`src/rtl/timer_pkg.sv`:
```
// Shared constants, state encoding and clamp helper for the HH:MM:SS countdown timer.
package timer_pkg;

  localparam int FIELD_W = 7;
  localparam logic [FIELD_W-1:0] SEC_MAX = 7'd59;
  localparam logic [FIELD_W-1:0] MIN_MAX = 7'd59;

  typedef enum logic [1:0] {
    IDLE    = 2'd0,
    RUN     = 2'd1,
    EXPIRED = 2'd2
  } state_e;

  function automatic logic [FIELD_W-1:0] clamp_field(input logic [FIELD_W-1:0] value,
                                                     input logic [FIELD_W-1:0] limit);
    return (value > limit) ? limit : value;
  endfunction

endpackage

```
`src/rtl/hms_decrement.sv`:
```
// Combinational one-step HH:MM:SS borrow chain; a 00:00:00 input stays at zero.
module hms_decrement
  import timer_pkg::*;
(
  input  logic [FIELD_W-1:0] h,
  input  logic [FIELD_W-1:0] m,
  input  logic [FIELD_W-1:0] s,
  output logic [FIELD_W-1:0] h_next,
  output logic [FIELD_W-1:0] m_next,
  output logic [FIELD_W-1:0] s_next,
  output logic               is_zero
);

  always_comb begin
    h_next = h;
    m_next = m;
    s_next = s;
    if (s != '0) begin
      s_next = s - 7'd1;
    end else if (m != '0) begin
      m_next = m - 7'd1;
      s_next = SEC_MAX;
    end else if (h != '0) begin
      h_next = h - 7'd1;
      m_next = MIN_MAX;
      s_next = SEC_MAX;
    end
    is_zero = (h_next == '0) && (m_next == '0) && (s_next == '0);
  end

endmodule

```
`src/rtl/countdown_timer.sv`:
```
// HH:MM:SS countdown with expiry level/pulse. Optional auto-reload on expiry under
// the COUNTDOWN_AUTO_RELOAD_EN macro.
module countdown_timer
  import timer_pkg::*;
#(
  parameter logic [FIELD_W-1:0] HOURS_MAX = 7'd23
) (
  input  logic               clk,
  input  logic               reset,
  input  logic               tick,
  input  logic               pause,
  input  logic               load,
  input  logic               start,
  input  logic [FIELD_W-1:0] load_hours,
  input  logic [FIELD_W-1:0] load_minutes,
  input  logic [FIELD_W-1:0] load_seconds,
  output logic [FIELD_W-1:0] hours_counter,
  output logic [FIELD_W-1:0] minutes_counter,
  output logic [FIELD_W-1:0] seconds_counter,
  output logic               running,
  output logic               expired,
  output logic               expired_pulse,
  output logic [1:0]         dbg_state
);

  state_e             state, state_n;
  logic [FIELD_W-1:0] h_n, m_n, s_n;
  logic [FIELD_W-1:0] h_dec, m_dec, s_dec;
  logic               dec_zero;
  logic               count_zero;
  logic               pulse_n;
  logic               running_n;

  hms_decrement u_dec (
    .h       (hours_counter),
    .m       (minutes_counter),
    .s       (seconds_counter),
    .h_next  (h_dec),
    .m_next  (m_dec),
    .s_next  (s_dec),
    .is_zero (dec_zero)
  );

  assign count_zero = (hours_counter == '0) && (minutes_counter == '0) && (seconds_counter == '0);

`ifdef COUNTDOWN_AUTO_RELOAD_EN
  logic [FIELD_W-1:0] rl_h, rl_m, rl_s;
  logic               reload_nonzero;
  assign reload_nonzero = (rl_h != '0) || (rl_m != '0) || (rl_s != '0);

  always_ff @(posedge clk or negedge reset) begin
    if (!reset) begin
      rl_h <= '0;
      rl_m <= '0;
      rl_s <= '0;
    end else if (load) begin
      rl_h <= clamp_field(load_hours, HOURS_MAX);
      rl_m <= clamp_field(load_minutes, MIN_MAX);
      rl_s <= clamp_field(load_seconds, SEC_MAX);
    end
  end
`endif

  // Priority: load > start (IDLE only) > tick (RUN, unpaused).
  always_comb begin
    state_n = state;
    h_n     = hours_counter;
    m_n     = minutes_counter;
    s_n     = seconds_counter;
    pulse_n = 1'b0;
    if (load) begin
      state_n = IDLE;
      h_n     = clamp_field(load_hours, HOURS_MAX);
      m_n     = clamp_field(load_minutes, MIN_MAX);
      s_n     = clamp_field(load_seconds, SEC_MAX);
    end else if (start && state == IDLE) begin
      if (count_zero) begin
        state_n = EXPIRED;
        pulse_n = 1'b1;
      end else begin
        state_n = RUN;
      end
    end else if (state == RUN && tick && !pause) begin
      h_n = h_dec;
      m_n = m_dec;
      s_n = s_dec;
      if (dec_zero) begin
        pulse_n = 1'b1;
        state_n = EXPIRED;
`ifdef COUNTDOWN_AUTO_RELOAD_EN
        if (reload_nonzero) begin
          state_n = RUN;
          h_n     = rl_h;
          m_n     = rl_m;
          s_n     = rl_s;
        end
`endif
      end
    end
    running_n = (state_n == RUN) && !pause;
  end

  always_ff @(posedge clk or negedge reset) begin
    if (!reset) begin
      state           <= IDLE;
      hours_counter   <= '0;
      minutes_counter <= '0;
      seconds_counter <= '0;
      expired_pulse   <= 1'b0;
      running         <= 1'b0;
    end else begin
      state           <= state_n;
      hours_counter   <= h_n;
      minutes_counter <= m_n;
      seconds_counter <= s_n;
      expired_pulse   <= pulse_n;
      running         <= running_n;
    end
  end

  assign expired   = (state == EXPIRED);
  assign dbg_state = state;

endmodule
```
`config.mk`:
```
export PLATFORM = sky130hd
export DESIGN_NAME = countdown_timer
export DESIGN_NICKNAME = d
export VERILOG_FILES = /design/src/rtl/timer_pkg.sv /design/src/rtl/hms_decrement.sv /design/src/rtl/countdown_timer.sv
export SDC_FILE = /design/constraint.sdc
export NUM_CORES = 1
export LEC_CHECK = 0
export BUFFER_PORTS_ARGS = -buffer_cell sky130_fd_sc_hd__buf_2
export CAP_MARGIN = 20
export CORE_ASPECT_RATIO = 1.1
export CORE_MARGIN = 1.5
export CORE_UTILIZATION = 50
export CTS_CLUSTER_SIZE = 10
export DETAILED_ROUTE_END_ITERATION = 8
export GPL_ROUTABILITY_DRIVEN = 0
export PLACE_DENSITY = 0.76
export SLEW_MARGIN = 5
export SYNTH_ARGS = -nofsm -noshare
export SYNTH_HDL_FRONTEND = slang
export SYNTH_HIERARCHICAL = 1
export SYNTH_SLANG_ARGS = --single-unit
```
`constraint.sdc`:
```
create_clock -name clk -period 6.2 [get_ports clk]
set_input_delay 0.62 -clock clk [delete_from_list [all_inputs] [get_ports clk]]
set_output_delay 0.62 -clock clk [all_outputs]
set_load 0.01 [all_outputs]
```
Yosys cells after proc, flatten, opt, wreduce, memory -nomap -nowiden. Index checks and enable logic that the tools add are counted.

Mux-type cells: 31. $add $sub $neg: 3. Reductions and logical operators: 21. Equal/unequal tests: 4. $lt $le $gt $ge: 3.

Operators by type and width (count): 7-bit two-way mux (21); 7-bit logical NOT (6); 7-bit nonzero test (3); 7-bit by 1-bit subtractor with 7-bit output, second input constant (3); 7-bit by 6-bit > comparator with 1-bit output, second input constant (2); 2-bit two-way mux (5); 1-bit logical AND (8); 7-bit by 5-bit > comparator with 1-bit output, second input constant (1); 1-bit two-way mux (5); 2-bit by 1-bit == test with 1-bit output, second input constant (2); 2-bit == test, second input constant (1); 2-bit logical NOT (1); 2-bit inequality test, second input constant (1); 2-bit AND reduction (1); 2-bit nonzero test (1); 1-bit logical NOT (1).

Register bits after elaboration: 25.

Logic depth before layout (Yosys ltp). Gate-level depths: netlist of the first run.

Word-level depth: 13. Mapped depth: 11. Gate-level depth less buffers: 11.

Hierarchy. Netlist of the first run, hierarchy kept.

By module, submodules not included: countdown_timer (cells each 123, instances 1, area an instance 1311.3 sq um); hms_decrement (cells each 110, instances 1, area an instance 798.3 sq um).

Worst setup path before layout of the first run. Ideal clock, no wire load.

Kind: reg2reg. From: reg seconds_counter[0]. To: reg state[0], in the netlist dbg_state[0]. Arrival time: 3145 ps. Cell stages (with the launch flop): 12. Slack: 2928 ps. Library setup time: 127 ps. Period minus slack after synthesis: 3272 ps. Buffers on the path: 0. Data required time: 6073 ps. Cells stage by stage: dfrtp_1 inv_1 ha_1 or4b_1 a41oi_1 o21ai_0 or4_1 or4_1 nor4_2 nand2_1 nand3b_1 o21ai_1.

Elaborated cells on any way between the ends: 19. Those cells by class: add/sub: 1; mux: 10; reduce/logical: 8.

RTL lines: start: declaration (line countdown_timer.sv:19) `output logic [FIELD_W-1:0] seconds_counter,`; start signal: assignment (line countdown_timer.sv:115) `seconds_counter <= s_n;`; 7-bit by 1-bit subtractor with 7-bit output / 7-bit nonzero test (equally long branches) (line hms_decrement.sv:19, hms_decrement.sv:18); 7-bit two-way mux (*) (line hms_decrement.sv:18) `if (s != '0) begin`; named net s_dec[3] (line countdown_timer.sv:28) `logic [FIELD_W-1:0] h_dec, m_dec, s_dec;`; 7-bit logical NOT (*) (line hms_decrement.sv:28) `is_zero = (h_next == '0) && (m_next == '0) && (s_next == '0);`; 1-bit logical AND (*) (line hms_decrement.sv:28); named net dec_zero (line countdown_timer.sv:29) `logic dec_zero;`; 2-bit two-way mux (*) (line countdown_timer.sv:87) `if (dec_zero) begin`; 2-bit two-way mux (*) (line countdown_timer.sv:83) `end else if (state == RUN && tick && !pause) begin`; 2-bit two-way mux (*) (line countdown_timer.sv:76) `end else if (start && state == IDLE) begin`; 2-bit two-way mux (*) (line countdown_timer.sv:71) `if (load) begin`; named net state_n[0] (line countdown_timer.sv:26) `state_e state, state_n;`; end signal: assignment (line countdown_timer.sv:112) `state <= state_n;`; end: declaration (line countdown_timer.sv:26).

The timed path passes the listed nets; every way through them passes the cells marked *. A chain may end at the register's enable or synchronous reset.

Worst setup path after layout of the first run.
From: reg seconds_counter[0]. To: reg state[0], in the netlist dbg_state[0].

Longest elaborated chain between the ends: 9. Elaborated cells on any way between the ends: 19. Those cells by class: add/sub: 1; mux: 10; reduce/logical: 8.

Ends and longest elaborated chain (line): parallel branches: the longest is 4 deep, another holds 7-bit by 1-bit subtractor with 7-bit output; 1-bit logical AND (*) (hms_decrement.sv:28); named net dec_zero (countdown_timer.sv:29); 2-bit two-way mux (*) (countdown_timer.sv:87); 2-bit two-way mux (*) (countdown_timer.sv:83); 2-bit two-way mux (*) (countdown_timer.sv:76); 2-bit two-way mux (*) (countdown_timer.sv:71); named net state_n[0] (countdown_timer.sv:26).

Mark *: on every way through the listed nets, which the timed path passes.

==> impl_metrics.toml, run 1 <==
[floorplanning]
die_h_um = 71.1
core_area_mm2 = 0.00399
rows = 24
die_width_um = 64.9
initial_core_util_pct = 52.8
die_area_mm2 = 0.00462
ios = 53

[routing]
ant_nets = 0
routed_wl_mm = 5.40
firstDrtPassIters = 4
post-route-drc-count = 0
num_vias = 2035
drtIter0Drc = 106
vias_per_cell = 6.11
wl_per_cell_um = 16.2

[job]
max_cap_violations = 0

[critical_path]
cp_max_fo = 10
critPathMostFrequentCell = "or4_1"
arrival_ns = 3.70
critPathLaunchType = "flop"
cp_slowest_cell = "or4_1"
max_stage_delay_ns = 0.50
path_class = "reg2reg"
crit_chain = "inv_1 -> ha_1 -> nor4b_2 -> nand2_2 -> a2111o_1 -> or4_1 -> or4_1 -> nor4_2 -> nand2_1 -> nand3b_1 -> o21ai_1"
end_kind = "flop"
cp_data_required_time_ns = 6.36

[timing]
finalHoldViolCount = 0
clock_skew_ns = 0.00514
finalCritPeriodShare_pct = 57.2
tns_ns = 0
slew_violations = 0
tightest_slew_ns = 0.668
slew_headroom_pct = 55.5
fin_hold_ws_ns = 0.331
fin_ws_ns = 2.66
max_freq_mhz = 282
rsz0062_at_grt = "false"
fin_crit_ns = 3.54
setup_viol = 0

[pwr]
leakagePower_nw = 1.00
ir_drop_uv = 89.4
total_power_mw = 0.402
p_per_area_mw_per_mm2 = 166

[synthesis]
synthesis.nets = 266
synthesis.area_mm2 = 0.00211
ys_ff_latch = 25
synth_edf_count = 0
yosys.area.top_type_share_pct = 29.7
async_flop_share_pct = 100
synth_area_leaders = "dfrtp_1 (30%), nor2_1 (4.8%), mux2i_1 (4.3%)"
yosysWarnings = 6
yosysSeqAreaShare_pct = 29.7
yosysTopAreaCell = "dfrtp_1"
synthCells = 233
avgSynthCellArea_um2 = 9.05
synth.distinct_cells = 56
synth_ff_type = "dfrtp_1"

[global_route]
track_usage_pct = 24.7
grt_max_degree = 39
grt_first_pass_wirelength_mm = 8.98
grt_pass1_vias = 1907
antenna_found_initial = 0
grt_overflow_total = 0

[place]
dp_slack_ns = 2.70
placed_area_mm2 = 0.00238
post-dp-hpwl_mm = 3.90
portBuffers = 52
dp_cells = 329

[final_layout]
synthToLayoutAreaGrowth_pct = 14.9
mostFrequentLayoutCells = "buf_2 (52), nor2_1 (27), dfrtp_1 (25), a21oi_1 (14)"
layout.nets = 315
final_common_cell = "buf_2"
drive_gt1_share_pct = 29.5
finalNonFillerCells = 333
fin_util_pct = 60.7
num_antenna_cells = 0
final_area_mm2 = 0.00242

[clock_tree]
cts_hold_buf = 0
cts_resized = 0
numCtsBuffers = 3
clkSinkCount = 25
cts-root-buf = "clkbuf_8"
cts_tree = "yes"
post-cts-setup-buffers = 0
htreeDepth = 1
cts_buffer_depth = 2
clk-insertion-delay-late_ns = 0.27
cts.clk_slew.worst_paths_ns = 0.09

[worst_hold_path]
worstHoldPathType = "in2async"

[run_status]
status = "complete, no violations"
## cell usage after synthesis (2+ instances only)
master,n
nand3b_1,4
nand2_1,8
a2111o_1,2
nand3_1,7
o21ai_0,3
nor4_1,7
dfrtp_1,25
nand4_1,5
a211oi_1,9
nand2b_1,3
o22a_1,9
or3_1,3
clkbuf_1,5
nor3_1,8
mux2_2,7
o22ai_1,4
nor3b_1,2
nor4b_1,4
ha_1,6
or3b_2,2
nor2_1,27
and3_1,3
nor2b_1,9
or4_1,2
a21oi_1,14
o41ai_1,2
mux2i_1,9
or2_2,3
mux2_4,6
buf_6,2
inv_1,8
## path summary, 6_finish.rpt
check / from / end / slack (ns) / depth (start not counted)
max: seconds_counter[0]$_DFFE_PN0P_ / dbg_state[0]$_DFF_PN0_ / 2.66 / 11
max in group asynchronous: reset / minutes_counter[5]$_DFFE_PN0P_ / 5.49 / 1
min: reset / minutes_counter[6]$_DFFE_PN0P_ / 0.33 / 1
min reg2reg: dbg_state[0]$_DFF_PN0_ / dbg_state[0]$_DFF_PN0_ / 0.65 / 2
min in group clk: load_minutes[1] / minutes_counter[1]$_DFFE_PN0P_ / 0.57 / 2
max reg2reg: seconds_counter[0]$_DFFE_PN0P_ / dbg_state[0]$_DFF_PN0_ / 2.66 / 11
## metal layers
| metal | global-route usage, % | share of wire, % |
|---|---|---|
| met2 | 39.9 | 48 |
| met3 | 3.18 | 5.0 |
| met4 | 8.98 | 1.8 |
| met5 | 0 | 0 |
| met1 | 33.9 | 45 |
## worst max-delay path: cells and delay by family (launching register included)
kind	cells	cell delay, ns
AOI/OAI and AO/OA	2	0.47
and+or+nand+nor	7	2.08
adders and majority gates	1	0.23
buffers and inverters	1	0.16
DFF	1	0.48
## power breakdown
group          internal (mW)  switching (mW)
registers              0.174          0.0247
clock network         0.0461          0.0533
logic                 0.0501          0.0537
total                  0.270           0.132
## sequential cells by signal (all words and copies together) (netlist names)
name	flops
dbg_state	2
seconds_counter	7
expired_pulse	1
minutes_counter	7
running	1
hours_counter	7
## final cells by class
class	instances	area, um2
fillers	373	1570
multi-input cells	192	1400
flip-flops and latches	25	626
repair buffers	52	260
well taps	52	65.1
clock buffers	4	45.0
inverters	8	30.0
## cell families (layout without fill, tap and decap cells)
family	after synthesis	after routing	share of synthesized area (%)
AOI/OAI and AO/OA	54	54	18.6
muxes	22	22	12.3
adders and majority gates	6	6	3.56
xor gates and xnor gates	2	2	0.831
buffers and inverters	16	64	4.09
DFF	25	25	29.7
and+or+nand+nor	108	108	31.0
Power figures use the tool's default switching activity.
==> inputs of run 2 (changes only) <==
- clock period: 6.2 -> 3.71 ns (I/O delays scaled with it)
==> run 2 against run 1 <==
Global-route usage fell by 0.92 points. Worst hold slack got worse by 0.25 ns. Sequential cell count did not move.
==> impl_metrics.toml, run 2 (synthesis results as in run 1) <==
[routing]
wl_per_cell_um = 15.9
num_vias = 2051
drtIter0Drc = 130
ant_nets = 0
vias_per_cell = 6.07
firstDrtPassIters = 4
post-route-drc-count = 0
routed_wl_mm = 5.36

[pwr]
swShare_pct = 32.8
leakagePower_nw = 1.03
pwr-share-comb_pct = 27.1
p_sw_mw = 0.222
pwr-share-clk_pct = 24.8
total_power_mw = 0.678
pwr-share-seq_pct = 48.1
p_per_area_mw_per_mm2 = 274
ir_drop_uv = 175
internal_power_mw = 0.456

[critical_path]
arrival_ns = 3.66
cp_data_required_time_ns = 3.87
max_stage_delay_ns = 0.56
crit_chain = "inv_1 -> ha_1 -> or3b_2 -> nor4_4 -> buf_4 -> nor2_1 -> o22a_1 -> or4bb_4 -> nor4_4 -> nand2_1 -> nand3b_1 -> o21ai_1"
cpLargestDelayFamily = "simple AND/OR/NAND/NOR gates"
crit_buf_inv = 2
critPathLaunchType = "flop"
cp_max_fo = 8
path_depth = 12
cp_slowest_cell = "or4bb_4"
reg2reg_depth = 12
path_class = "reg2reg"
critPathMostFrequentCell = "nor4_4"
end_kind = "flop"

[place]
placed_area_mm2 = 0.00239
portBuffers = 52
post-dp-hpwl_mm = 3.92

[clock_tree]
clkSinkCount = 25
cts_buffer_depth = 2
clk-insertion-delay-late_ns = 0.27
numCtsBuffers = 3
htreeDepth = 1
cts.clk_slew.worst_paths_ns = 0.09
cts-root-buf = "clkbuf_8"
cts_tree = "yes"

[timing]
slew_headroom_pct = 56.9
finalHoldViolCount = 0
tightest_slew_ns = 0.646
tns_ns = 0
setup_viol = 0
finalCritPeriodShare_pct = 94.3
rsz0062_at_grt = "false"
slew_violations = 0
fin_crit_ns = 3.50
max_freq_mhz = 286
clock_skew_ns = 0.00509

[global_route]
track_usage_pct = 23.8
grt_overflow_total = 0
grt_max_degree = 39
antenna_found_initial = 0
grt_pass1_vias = 1811
grt_first_pass_wirelength_mm = 8.69

[final_layout]
num_antenna_cells = 0
drive_gt1_share_pct = 31.8
layout.nets = 320
final_area_mm2 = 0.00248
mostFrequentLayoutCells = "buf_2 (52), nor2_1 (27), dfrtp_1 (23), a21oi_1 (14)"
synthToLayoutAreaGrowth_pct = 17.4
fillers = 360
final_common_cell = "buf_2"
top_regs = "hours_counter x7, minutes_counter x7, seconds_counter x7"

[run_status]
status = "complete, no violations"

[floorplanning]
ios = 53
rows = 24
core_area_mm2 = 0.00399
initial_core_util_pct = 52.8
die_area_mm2 = 0.00462
die_h_um = 71.1
die_width_um = 64.9

[job]
max_cap_violations = 0

[worst_hold_path]
worstHoldPathType = "in2async"
==> run 2: worst paths after layout <==
kind,startpoint,slack (ns),to
max,hours_counter[1]$_DFFE_PN0P_,0.21,dbg_state[0]$_DFF_PN0_
min,reset,0.08,hours_counter[5]$_DFFE_PN0P_
max reg2reg,hours_counter[1]$_DFFE_PN0P_,0.21,dbg_state[0]$_DFF_PN0_
min reg2reg,dbg_state[1]$_DFF_PN0_,0.65,dbg_state[1]$_DFF_PN0_
max in group asynchronous,reset,3.21,hours_counter[0]$_DFFE_PN0P_
min in group clk,load_minutes[1],0.32,minutes_counter[1]$_DFFE_PN0P_
==> run 2: area by class of cell <==
type	count	area [um2]	share of cell area, %
clock buffers	4	45.0	1.82
multi-input cells	192	1410	56.9
flip-flops and latches	25	628	25.4
inverters	8	30.0	1.21
repair buffers	57	298	12.0
well taps	52	65.1	2.63
==> run 2: what timing repair did <==
| action | in CTS | in global routing |
|---|---|---|
| resized for setup | 0 | 4 |
| hold buffers | 0 | 0 |
| setup buffers | 0 | 3 |
| hold endpoints to repair | 0 | 0 |
| endpoints found under the setup margin | 0 | 3 |
==> run 2: worst register-to-register path: cells and delay by family, from the launching register on <==
family | cells | cell delay [ns]
flops | 1 | 0.45
buf+inv | 2 | 0.29
compound gates | 2 | 0.35
simple gates | 7 | 2.13
fa+ha+maj | 1 | 0.18
==> run 2: layer usage <==
metal	vias up	share of wire, %	GRT usage (%)
met5	-	0	0
met4	0	1.4	8.04
met3	6	5.7	2.23
met2	73	47	38.7
met1	968	46	33.1
li1	1004	-	-
==> run 2: through the flow <==
| step | cells | utilization [%] | setup WS, ns | hold WS, ns |
|---|---|---|---|---|
| detailed placement | 331 | 59.9 | 0.251 | 0.408 |
| global placement | 331 | 59.9 | 0.309 | 0.396 |
| finish | 338 | 62.0 | 0.211 | 0.0846 |
| floorplan | 233 | - | 0.438 | 0.0754 |
| global route | 338 | 62.0 | 0.0206 | 0.127 |
| CTS | 335 | 61.1 | 0.225 | 0.105 |
==> run 2: power groups by stage <==
| stage | clock, mW | combinational [mW] | sequential, mW |
|---|---|---|---|
| floorplan | 0 | 0.108 | 0.333 |
| global placement | 0 | 0.178 | 0.331 |
| detailed placement | 0 | 0.179 | 0.331 |
| CTS | 0.173 | 0.180 | 0.326 |
| global route | 0.182 | 0.201 | 0.331 |
| finish | 0.168 | 0.184 | 0.326 |
